$ cat src/rtl/x_oneshot_pkg.sv
// Shared definitions for the x_oneshot_n multi-channel one-shot.
// Optional miss detection is enabled with the ONESHOT_MISS_EN macro.
package x_oneshot_pkg;

    localparam int STATE_W = 2;

    typedef enum logic [STATE_W-1:0] {
        IDLE    = 2'd0,
        PULSE   = 2'd1,
        HOLD    = 2'd2,
        WAITLOW = 2'd3
    } state_t;

    // A programmed width of zero still produces a one-clock pulse.
    function automatic logic [31:0] pulse_width(input logic [31:0] pw);
        return (pw == 32'd0) ? 32'd1 : pw;
    endfunction

endpackage

$ cat src/rtl/x_oneshot_ch.sv
// One one-shot channel: state machine, shared pulse/holdoff counter and
// registered q/busy outputs. With ONESHOT_MISS_EN defined it also keeps a
// sticky flag for rising edges of d that arrive while the channel is
// pulsing or holding off.
module x_oneshot_ch
    import x_oneshot_pkg::*;
#(
    parameter int PWBITS = 4,
    parameter int HOBITS = 4
) (
    input  logic              clock,
    input  logic              reset,
    input  logic              d,
    input  logic [PWBITS-1:0] pw,
    input  logic [HOBITS-1:0] holdoff,
    input  logic              rearm_mode,
`ifdef ONESHOT_MISS_EN
    input  logic              miss_clr,
    output logic              miss,
`endif
    output logic              q,
    output logic              busy
);

    // One counter serves both phases, so it must hold the wider value.
    localparam int CW = (PWBITS > HOBITS) ? PWBITS : HOBITS;

    state_t        state;
    state_t        post_state;
    logic [CW-1:0] cnt;

    // Where the channel goes when the pulse/holdoff sequence completes.
    always_comb begin
        post_state = IDLE;
        if (!rearm_mode && d) begin
            post_state = WAITLOW;
        end
    end

    // Channel state machine; q and busy are registered copies of the state.
    always_ff @(posedge clock) begin
        if (reset) begin
            state <= IDLE;
            cnt   <= '0;
            q     <= 1'b0;
            busy  <= 1'b0;
        end else begin
            q    <= (state == PULSE);
            busy <= (state != IDLE);
            case (state)
                IDLE: begin
                    if (d) begin
                        state <= PULSE;
                        cnt   <= CW'(pulse_width(32'(pw)));
                    end
                end
                PULSE: begin
                    if (cnt <= CW'(1)) begin
                        if (holdoff != '0) begin
                            state <= HOLD;
                            cnt   <= CW'(holdoff);
                        end else begin
                            state <= post_state;
                            cnt   <= '0;
                        end
                    end else begin
                        cnt <= cnt - CW'(1);
                    end
                end
                HOLD: begin
                    if (cnt <= CW'(1)) begin
                        state <= post_state;
                        cnt   <= '0;
                    end else begin
                        cnt <= cnt - CW'(1);
                    end
                end
                WAITLOW: begin
                    if (!d) begin
                        state <= IDLE;
                    end
                end
                default: begin
                    state <= IDLE;
                    cnt   <= '0;
                end
            endcase
        end
    end

`ifdef ONESHOT_MISS_EN
    logic d_q;

    // Sticky miss flag: a fresh trigger during PULSE/HOLD is lost; clear wins.
    always_ff @(posedge clock) begin
        if (reset) begin
            d_q  <= 1'b0;
            miss <= 1'b0;
        end else begin
            d_q <= d;
            if (miss_clr) begin
                miss <= 1'b0;
            end else if (d && !d_q && (state == PULSE || state == HOLD)) begin
                miss <= 1'b1;
            end
        end
    end
`endif

endmodule

$ cat src/rtl/x_oneshot_n.sv
// NCH independent one-shot channels sharing pulse width, holdoff and
// re-arm mode. Define ONESHOT_MISS_EN to add the miss/miss_clr ports.
module x_oneshot_n
    import x_oneshot_pkg::*;
#(
    parameter int NCH    = 8,
    parameter int PWBITS = 4,
    parameter int HOBITS = 4
) (
    input  logic              clock,
    input  logic              reset,
    input  logic [NCH-1:0]    d,
    input  logic [PWBITS-1:0] pw,
    input  logic [HOBITS-1:0] holdoff,
    input  logic              rearm_mode,
`ifdef ONESHOT_MISS_EN
    input  logic [NCH-1:0]    miss_clr,
    output logic [NCH-1:0]    miss,
`endif
    output logic [NCH-1:0]    q,
    output logic [NCH-1:0]    busy
);

    for (genvar i = 0; i < NCH; i++) begin : g_ch
        x_oneshot_ch #(
            .PWBITS (PWBITS),
            .HOBITS (HOBITS)
        ) u_ch (
            .clock      (clock),
            .reset      (reset),
            .d          (d[i]),
            .pw         (pw),
            .holdoff    (holdoff),
            .rearm_mode (rearm_mode),
`ifdef ONESHOT_MISS_EN
            .miss_clr   (miss_clr[i]),
            .miss       (miss[i]),
`endif
            .q          (q[i]),
            .busy       (busy[i])
        );
    end

endmodule
$ cat config.mk
export PLATFORM = sky130hd
export DESIGN_NAME = x_oneshot_n
export DESIGN_NICKNAME = d
export VERILOG_FILES = /design/src/rtl/x_oneshot_pkg.sv /design/src/rtl/x_oneshot_ch.sv /design/src/rtl/x_oneshot_n.sv
export SDC_FILE = /design/constraint.sdc
export NUM_CORES = 1
export LEC_CHECK = 0
export BUFFER_PORTS_ARGS = -buffer_cell sky130_fd_sc_hd__buf_2
export CAP_MARGIN = 20
export CORE_ASPECT_RATIO = 2
export CORE_MARGIN = 2
export CORE_UTILIZATION = 55
export CTS_CLUSTER_DIAMETER = 80
export DETAILED_ROUTE_END_ITERATION = 16
export GPL_TIMING_DRIVEN = 0
export PLACE_DENSITY = 0.79
export SLEW_MARGIN = 20
export SYNTH_ARGS = -nofsm -noshare
export SYNTH_HDL_FRONTEND = slang
export SYNTH_SLANG_ARGS = --single-unit
$ cat constraint.sdc
create_clock -name clock -period 2.9 [get_ports clock]
set_clock_uncertainty 0.05 [all_clocks]
set_input_delay 0.58 -clock clock [delete_from_list [all_inputs] [get_ports clock]]
set_output_delay 0.58 -clock clock [all_outputs]
set_load 0.005 [all_outputs]
==> summary.txt, run 1 <==
Clock tree
  – Max Buffers Root-to-Sink: 2
  – H-tree Lvls: 3
  – Worst-skew pair later-pin latency: 0.34 ns
  – Cts hold-fix bufs: 0
  – Clock buffer count from CTS: 9
  – CTS tree: yes
  – Sink Count: 64
  – Resize count post-CTS: 0
  – Worst-path clk slew: 0.06 ns
  – Clk root buf: clkbuf_16
  – Setup Buffers After CTS: 0

Synthesis
  – Asr flop ratio synth: 0%
  – Mapped Area: 0.00468 mm²
  – Post-synthesis sequential area ratio: 27.4%
  – Cells after Synth: 562
  – Post-Syn Area per Cell: 8.32 µm²
  – Main synth FF type: dfxtp_1
  – Synthesis Warnings: 0
  – Library cells used by synthesis: 47
  – Post-synth EDFFs: 0
  – Synth Register Bits: 64
  – Post-synthesis net count: 636

Hold path
  – Min-delay worst type: reg -> reg

Floorplan
  – Die width: 69.2 µm
  – Ports: 35
  – Die area: 0.00930 mm²
  – Rows: 47
  – Initial Util: 56.4%
  – Die Y-Extent: 134 µm
  – Total core area: 0.00829 mm²

Critical path
  – R2R setup slack: 0.63 ns
  – WP data arrival: 2.40 ns
  – Critical path capture point type: flip-flop
  – Slowest stage delay, CP: 0.56 ns
  – Crit path cell chain: inv_1 -> ha_1 -> nor2b_1 -> or2_2 -> clkbuf_1 -> a2111oi_0 -> a2111oi_0
  – Max Fanout on Critical Path: 6
  – Cell mode on critical path: a2111oi_0
  – CP Class: reg -> reg
  – Critical path's slowest cell: a2111oi_0
  – Critical path launch point type: flip-flop
  – Worst EP required: 3.03 ns

Timing
  – Min Hold Slack: 0.456 ns
  – Final worst-path cycle share: 78.2%
  – TNS Setup: 0 ns
  – Final Max Tran Viols: 0
  – Worst rel slew slack: 47.2%
  – Number of setup violations in the final report: 0
  – Least-Margin Pin Slew: 0.786 ns
  – Fmax: 0.441 GHz
  – Final Hold Viols: 0
  – Final min period: 2.27 ns
  – Unrepaired setup endpoints after global routing: no

Drt
  – Via count: 4591
  – Antenna Nets Post-Route: 0
  – DR vias/cell: 6.52
  – Detailed Route WL: 13.0 mm
  – Wirelength per Cell: 18.5 µm
  – DR iter-0 viols: 383
  – Drt drc: 0
  – First-pass DRT Iterations: 6

Pwr
  – Total Power: 0.00558 W
  – Pwr dens: 1070 mW/mm²
  – Switching Share: 43.3%
  – Reg power frac: 27.0%
  – Clock Power Share: 19.9%
  – Sw power: 0.00242 W
  – Pleak: 2.27 nW
  – P_int: 0.00317 W
  – Combinational power share: 53.1%
  – Worst vdd ir: 0.000520 V

Global route
  – Met1 usage: 27.9%
  – Grt ovf: 0
  – Largest net degree at the start of global routing: 11
  – Grt peak-use layer: met2
  – Met2 Use GR: 51.2%
  – Vias in the first global route: 4440
  – Met3 usage: 5.56%
  – First-pass GRT wire length: 20.9 mm
  – Initial antenna violation count: 0
  – GRT Overall Usage: 28.1%

Layout
  – Share of layout cells above drive strength 1: 14.4%
  – Layout Nets: 675
  – Area Overhead vs Synth: 12.0%
  – Fillcell total: 712
  – Ant. Diodes: 0

Status
  – Outcome: complete, no violations

Job
  – Max Cap Violations: 0

Place
  – RePlAce Congestion: 0.997
  – DP Wirelength: 9.18 mm
  – # port buffers: 28
==> final timing paths <==
| check | start | end | depth (start not counted) |
|---|---|---|---|
| hold reg to reg | g_ch[2].u_ch.cnt[1]$_SDFFE_PP0P_ | g_ch[2].u_ch.cnt[1]$_SDFFE_PP0P_ | 2 |
| setup / recovery | g_ch[2].u_ch.state[0]$_SDFFE_PP0P_ | g_ch[2].u_ch.cnt[3]$_SDFFE_PP0P_ | 7 |
| hold / removal | g_ch[2].u_ch.cnt[1]$_SDFFE_PP0P_ | g_ch[2].u_ch.cnt[1]$_SDFFE_PP0P_ | 2 |
| setup reg to reg | g_ch[2].u_ch.state[0]$_SDFFE_PP0P_ | g_ch[2].u_ch.cnt[3]$_SDFFE_PP0P_ | 7 |
==> power by group through the flow <==
stage / clock network [W] / logic [W] / registers (W)
global placement: 0 / 0.00277 / 0.00149
floorplan: 0 / 0.00228 / 0.00144
global route: 0.00116 / 0.00328 / 0.00154
detailed placement: 0 / 0.00287 / 0.00151
CTS: 0.00112 / 0.00290 / 0.00149
finish: 0.00111 / 0.00296 / 0.00151
==> registers in the layout, summed over array words and instances, names as in the netlist <==
register / cells
g_ch.u_ch.state: 16
g_ch.u_ch.q: 8
g_ch.u_ch.cnt: 32
g_ch.u_ch.busy: 8
==> final cells by class <==
cell class              instances  area [µm²]  area share, %
flip-flops and latches         64        1280           24.4
repair buffers                 28         140           2.67
multi-input cells             407        2950           56.4
well taps                      98         123           2.34
inverters                      46         173           3.29
plain buffers                  45         270           5.16
clock buffers                  13         260           4.97
clock inverters                 3        40.0          0.764
==> metrics by stage <==
stage	utilization, %	cell area [µm²]	instances	setup slack [ns]
2_1_floorplan	-	4680	562	0.981
3_3_place_gp	59.6	4940	688	0.590
3_5_place_dp	59.6	4940	688	0.568
4_1_cts	63.2	5240	704	0.662
5_1_grt	63.2	5240	704	0.585
6_report	63.2	5240	704	0.633
==> logic make-up (layout without fill, tap and decap cells) <==
group | count (synthesis) | count (layout) | share of synthesized area [%]
and+or+nand+nor | 190 | 190 | 21.0
AOI/OAI and AO/OA | 145 | 145 | 24.0
buffers and inverters | 91 | 135 | 9.47
DFF | 64 | 64 | 27.4
adders and majority gates | 55 | 55 | 14.7
muxes | 9 | 9 | 1.95
xor gates and xnor gates | 8 | 8 | 1.50
==> cell usage in the layout (no fill, tap or decap), types with 15 or more instances in the layout <==
master / synthesis / final
a211oi_1: 16 / 16
a21oi_1: 18 / 18
buf_2: 0 / 28
buf_4: 17 / 17
clkbuf_1: 21 / 23
dfxtp_1: 64 / 64
ha_1: 55 / 55
inv_1: 46 / 46
nand2_1: 18 / 18
nand4_1: 22 / 22
nor2_1: 60 / 60
nor2b_1: 15 / 15
nor3_1: 32 / 32
o21ai_0: 21 / 21
==> critical path: cells and delay by family, from the launching register on <==
kind,cells,cell delay (ns)
simple gates,2,0.45
compound gates,2,0.69
fa+ha+maj,1,0.23
buf+inv,2,0.27
flops,1,0.42
==> synth_stat cells, types with 5 or more instances <==
cell type,count,area (µm²)
a21o_1,12,90.1
nor3_1,32,160
inv_1,46,173
a211oi_1,16,120
o32ai_1,6,52.6
nand2_1,18,67.6
buf_6,5,56.3
buf_4,17,128
or2_2,12,75.1
nor2b_1,15,93.8
nand3_1,6,30.0
nand4_1,22,138
o2111ai_1,6,52.6
a21oi_1,18,90.1
a311oi_1,5,43.8
nor2_1,60,225
a221oi_1,7,61.3
o211ai_1,8,60.1
o21ai_0,21,105
dfxtp_1,64,1280
o2111a_1,14,158
xnor2_1,5,43.8
a22oi_1,11,82.6
ha_1,55,688
clkbuf_1,21,78.8
mux2i_1,8,80.1
nand2b_1,7,43.8
==> metal layers <==
metal  up-vias  share of wire (%)
li1       2138                  -
met3        67                6.5
met4         0                6.0
met5         -                  0
met1      2152                 35
met2       234                 52
Note: power is estimated with default switching activity, not from simulation.
==> run 2, diff against run 1 <==
Settings changed: PLACE_DENSITY 0.79 to 0.82.
Clock period 2.9 ns to 2 ns, I/O delays scaled along.
==> run 2 against run 1 <==
Net effect: clock power grew 29%; register-to-register slack lost 0.62 ns; flip-flop and latch count is the same; routed wire length grew 2.3%; maximum frequency grew 14%; critical path depth shrank 1; critical path type unchanged; largest power group unchanged.
==> summary.txt, run 2 (same netlist as run 1, synthesis figures left out) <==
Place
  – # port buffers: 28
  – Placed insts: 688
  – DP Wirelength: 9.56 mm
  – Placed Area: 0.00494 mm²
  – RePlAce Congestion: 0.979

Hold path
  – Min-delay worst type: in -> reg

Floorplan
  – Die width: 69.2 µm
  – Die area: 0.00930 mm²
  – Total core area: 0.00829 mm²
  – Die Y-Extent: 134 µm
  – Rows: 47
  – Initial Util: 56.4%
  – Ports: 35

Timing
  – Number of setup violations in the final report: 0
  – Final worst-path cycle share: 99.5%
  – Worst rel slew slack: 46.2%
  – Least-Margin Pin Slew: 0.801 ns
  – Final Max Tran Viols: 0
  – Fmax: 0.502 GHz
  – Unrepaired setup endpoints after global routing: no
  – Final Hold Viols: 0
  – Final min period: 1.99 ns

Drt
  – WL met3: 680 µm
  – Met2 wire len: 7.04 mm
  – First-pass DRT Iterations: 5
  – WL met1: 4.81 mm
  – DR top layer: met4
  – Drt drc: 0
  – DR iter-0 viols: 383
  – Detailed Route WL: 13.3 mm
  – Via count: 4551
  – DR vias/cell: 6.51
  – Wirelength per Cell: 19.0 µm
  – Antenna Nets Post-Route: 0

Global route
  – GRT Overall Usage: 28.5%
  – Initial antenna violation count: 0
  – First-pass GRT wire length: 21.2 mm
  – Grt ovf: 0
  – Vias in the first global route: 4563
  – Largest net degree at the start of global routing: 11

Pwr
  – Reg power frac: 27.4%
  – Pwr dens: 1540 mW/mm²
  – Switching Share: 44.1%
  – Worst vdd ir: 0.000927 V
  – Total Power: 0.00806 W
  – Pleak: 2.26 nW
  – Combinational power share: 54.9%
  – Clock Power Share: 17.7%
  – P_int: 0.00450 W
  – Sw power: 0.00356 W

Layout
  – Layout Nets: 670
  – Area of the multi-input gates: 0.00301 mm²
  – Final Util: 63.3%
  – Most frequent cells in the layout: nor2_1, dfxtp_1, ha_1, inv_1, nor3_1
  – Fillcell total: 714
  – Biggest regs: g_ch.u_ch.cnt x32, g_ch.u_ch.state x16
  – Most flops, register: g_ch.u_ch.cnt
  – Ant. Diodes: 0
  – Area Overhead vs Synth: 12.2%
  – Max reg flops: 32
  – Share of layout cells above drive strength 1: 16.8%
  – Register area: 0.00129 mm²
  – Fin cells: 699
  – Fin area: 0.00525 mm²

Critical path
  – Worst EP required: 2.19 ns
  – Critical path capture point type: flip-flop
  – Max Fanout on Critical Path: 6
  – Critical path launch point type: flip-flop
  – Crit path cell chain: inv_1 -> ha_1 -> or2_2 -> a21o_4 -> o2111a_1 -> nor4_2
  – Slowest stage delay, CP: 0.37 ns
  – Critical path's slowest cell: dfxtp_1
  – CP Class: reg -> reg
  – Worst path buffer plus inverter count: 1
  – WP data arrival: 2.18 ns
  – Crit-path leading delay family: simple AND/OR/NAND/NOR gates

Clock tree
  – Clock buffer count from CTS: 9
  – Clk root buf: clkbuf_16
  – Cts hold-fix bufs: 0
  – Max Buffers Root-to-Sink: 2
  – Worst-skew pair later-pin latency: 0.34 ns
  – Worst-path clk slew: 0.06 ns
  – Sink Count: 64
  – CTS tree: yes
  – H-tree Lvls: 3

Job
  – Max Cap Violations: 0

Status
  – Outcome: complete, no violations
[run 2: cell count changes in the layout (fill, tap and decap cells not counted), moves of 3 or more]
cell,delta
a21o_1,-3
a21o_4,+3
clkbuf_1,-5
dfxtp_1,-5
dfxtp_2,+5
[run 2: metrics by stage]
step	hold WS [ns]	setup slack, ns	setup TNS (ns)
6_report	0.353	0.00903	0
4_1_cts	0.350	0.00309	0
2_1_floorplan	0.406	0.166	0
5_1_grt	0.379	0.00710	0
3_5_place_dp	0.444	-0.205	-1.33
3_3_place_gp	0.430	-0.174	-1.07
[run 2: what timing repair did]
action	CTS	global route
buffers inserted	0	0
gates cloned	0	0
setup endpoints to repair	4	11
resized for setup	4	12
[run 2: final timing paths]
path                                             end  slack, ns                             start  cells past startpoint
setup / recovery    g_ch[6].u_ch.cnt[2]$_SDFFE_PP0P_      0.009  g_ch[6].u_ch.cnt[1]$_SDFFE_PP0P_                      6
hold / removal    g_ch[6].u_ch.state[1]$_SDFFE_PP0P_       0.35                              d[6]                      3
setup reg to reg    g_ch[6].u_ch.cnt[2]$_SDFFE_PP0P_      0.009  g_ch[6].u_ch.cnt[1]$_SDFFE_PP0P_                      6
hold reg to reg     g_ch[2].u_ch.cnt[1]$_SDFFE_PP0P_       0.46  g_ch[2].u_ch.cnt[1]$_SDFFE_PP0P_                      2
[run 2: layer usage]
layer / GRT usage [%] / vias to the layer above
li1: - / 2122
met1: 27.8 / 2201
met2: 53.0 / 169
met3: 5.33 / 59
met4: 19.3 / 0
met5: 0 / -
[run 2: power groups by stage]
stage | sequential, W | clock [W] | combinational [W]
floorplan | 0.00208 | 0 | 0.00331
global placement | 0.00217 | 0 | 0.00403
detailed placement | 0.00220 | 0 | 0.00419
CTS | 0.00218 | 0.00143 | 0.00429
global route | 0.00225 | 0.00149 | 0.00489
finish | 0.00221 | 0.00143 | 0.00443
[run 2: tightest hold or removal path, stage by stage]
cell	delay, ns
buf_2	0.11
a22oi_1	0.08
o32ai_1	0.10
[run 2: final cells by class]
| cell class | instances | share of cell area (%) |
|---|---|---|
| clock buffer | 12 | 4.70 |
| multi-input combinational | 407 | 57.3 |
| timing repair buffer | 28 | 2.67 |
| inverter | 46 | 3.29 |
| sequential | 64 | 24.5 |
| buffer | 40 | 4.79 |
| clock inverter | 4 | 0.381 |
| tap | 98 | 2.34 |
==> run 3, diff against run 2 <==
Settings changed: RECOVER_POWER set to 50.
==> run 3 against run 2 <==
Net effect: register-to-register slack about the same; setup slack barely moved; cell area fell by 0.29%; clock power hardly changed; critical path type unchanged; first-iteration DRC count decreased by 19%; global-route usage unchanged; critical path depth stayed put; hold slack improved by 0.0051 ns; die area unchanged; flip-flop and latch count unchanged; total power decreased by 0.43%; largest power group unchanged; non-clock buffer count unchanged.
==> summary.txt, run 3 (same netlist as run 1, synthesis figures left out) <==
Floorplan
  – Initial Util: 56.4%
  – Die area: 0.00930 mm²
  – Rows: 47
  – Ports: 35
  – Total core area: 0.00829 mm²
  – Die Y-Extent: 134 µm
  – Die width: 69.2 µm

Timing
  – Unrepaired setup endpoints after global routing: no
  – Fmax: 0.502 GHz
  – Final worst-path cycle share: 99.6%
  – Final Hold Viols: 0
  – Number of setup violations in the final report: 0
  – Least-Margin Pin Slew: 0.805 ns
  – Worst rel slew slack: 45.9%
  – Final min period: 1.99 ns
  – Final Max Tran Viols: 0

Drt
  – First-pass DRT Iterations: 5
  – Drt drc: 0
  – Via count: 4470
  – DR iter-0 viols: 310
  – Detailed Route WL: 13.3 mm
  – Antenna Nets Post-Route: 0
  – DR vias/cell: 6.39
  – Wirelength per Cell: 19.0 µm

Layout
  – Ant. Diodes: 0
  – Final Util: 63.1%
  – Fin cells: 699
  – Most flops, register: g_ch.u_ch.cnt
  – Most frequent cells in the layout: dfxtp_1, nor2_1, ha_1, inv_1, nor3_1
  – Area Overhead vs Synth: 11.8%
  – Biggest regs: g_ch.u_ch.cnt x32, g_ch.u_ch.state x16
  – Commonest non-fill, non-tap cell in the layout: dfxtp_1
  – Share of layout cells above drive strength 1: 15.6%
  – Layout Nets: 670
  – Max reg flops: 32

Pwr
  – Total Power: 0.00803 W
  – Pleak: 2.23 nW
  – Worst vdd ir: 0.000923 V
  – Pwr dens: 1530 mW/mm²

Place
  – # port buffers: 28
  – Placed insts: 688
  – DP Wirelength: 9.56 mm
  – RePlAce Congestion: 0.979

Critical path
  – Worst EP required: 2.19 ns
  – CP startpoint: g_ch[6].u_ch.cnt[1]$_SDFFE_PP0P_
  – Critical path launch point type: flip-flop
  – R2R setup slack: 0.009 ns
  – Worst Reg-to-Reg Cells: 6
  – R2r endpoint: g_ch[6].u_ch.cnt[2]$_SDFFE_PP0P_
  – Critical path capture point type: flip-flop
  – Max Fanout on Critical Path: 6
  – Reg2reg start: g_ch[6].u_ch.cnt[1]$_SDFFE_PP0P_
  – CP Class: reg -> reg
  – Crit path capture: g_ch[6].u_ch.cnt[2]$_SDFFE_PP0P_
  – WP data arrival: 2.18 ns

Clock tree
  – H-tree Lvls: 3
  – Worst-path clk slew: 0.06 ns
  – Sink Count: 64
  – Max Buffers Root-to-Sink: 2
  – Clock buffer count from CTS: 9
  – CTS tree: yes
  – Clk root buf: clkbuf_16
  – Worst-skew pair later-pin latency: 0.34 ns

Global route
  – Grt ovf: 0
  – Vias in the first global route: 4563
  – First-pass GRT wire length: 21.2 mm
  – GRT Overall Usage: 28.5%
  – Initial antenna violation count: 0
  – Largest net degree at the start of global routing: 11

Hold path
  – Launch point of the worst hold path: d[6]
  – Min-delay worst type: in -> reg

Status
  – Outcome: complete, no violations

Job
  – Max Cap Violations: 0
==> run 3: changes by cell type in the layout (fill, tap and decap cells not counted) <==
cell,previous run,this run
clkbuf_1,18,24
buf_4,17,5
buf_1,2,1
a21o_1,9,10
a21o_4,3,2
dfxtp_1,59,60
dfxtp_2,5,4
buf_2,28,23
clkbuf_4,0,12
==> run 3: area by class of cell <==
type / count / area [µm²]
Multi-Input combinational cell: 407 / 3000
Buffer: 40 / 251
Timing Repair Buffer: 28 / 134
Tap cell: 98 / 123
Sequential cell: 64 / 1290
Fill cell: 719 / 3060
Clock buffer: 12 / 246
Clock inverter: 4 / 20.0
Inverter: 46 / 173
==> run 3: power by group <==
part | internal (W) | switching, W | total (W) | leakage [nW]
clock | 0.000863 | 0.000564 | 0.00143 | 0.136
combinational | 0.00186 | 0.00253 | 0.00439 | 1.56
sequential | 0.00176 | 0.000448 | 0.00221 | 0.529
total | 0.00448 | 0.00355 | 0.00803 | 2.23
==> run 3: what timing repair did <==
item / in CTS / in global routing
setup buffers: 0 / 0
endpoints found under the setup margin: 4 / 11
gates resized for setup: 4 / 12
hold endpoints to repair: 0 / 0
hold buffers: 0 / 0
==> run 3: stage by stage <==
step / hold slack (ns) / TNS (ns) / instance area (µm²) / worst slack, ns
after floorplan: 0.406 / 0 / 4680 / 0.166
after global placement: 0.430 / -1.07 / 4940 / -0.174
after detailed placement: 0.444 / -1.33 / 4940 / -0.205
after CTS: 0.350 / 0 / 5230 / 0.00309
after global routing: 0.379 / 0 / 5230 / 0.00470
final: 0.359 / 0 / 5230 / 0.00858
==> run 3: critical path, cell delays in order, from the launching register on <==
cell      delay [ns]
dfxtp_1         0.37
inv_1           0.08
ha_1            0.23
or2_2           0.34
a21o_4          0.25
o2111a_1        0.30
nor4_2          0.29
==> run 3: worst min path at each step <==
stage,end,slack (ns),cells after the start
2_1_floorplan,g_ch[2].u_ch.cnt[1]$_SDFFE_PP0P_,0.41,2
3_3_place_gp,g_ch[2].u_ch.cnt[1]$_SDFFE_PP0P_,0.43,2
3_5_place_dp,g_ch[2].u_ch.cnt[1]$_SDFFE_PP0P_,0.44,2
4_1_cts,g_ch[6].u_ch.state[1]$_SDFFE_PP0P_,0.35,3
5_1_grt,g_ch[6].u_ch.state[1]$_SDFFE_PP0P_,0.38,3
6_report,g_ch[6].u_ch.state[1]$_SDFFE_PP0P_,0.36,3
==> run 3: layer usage <==
layer	global-route usage, %	wire length (µm)	vias to the layer above
li1	-	-	2117
met1	27.8	4800	2140
met2	53.0	7010	160
met3	5.33	741	53
met4	19.3	736	0
met5	0	0	-
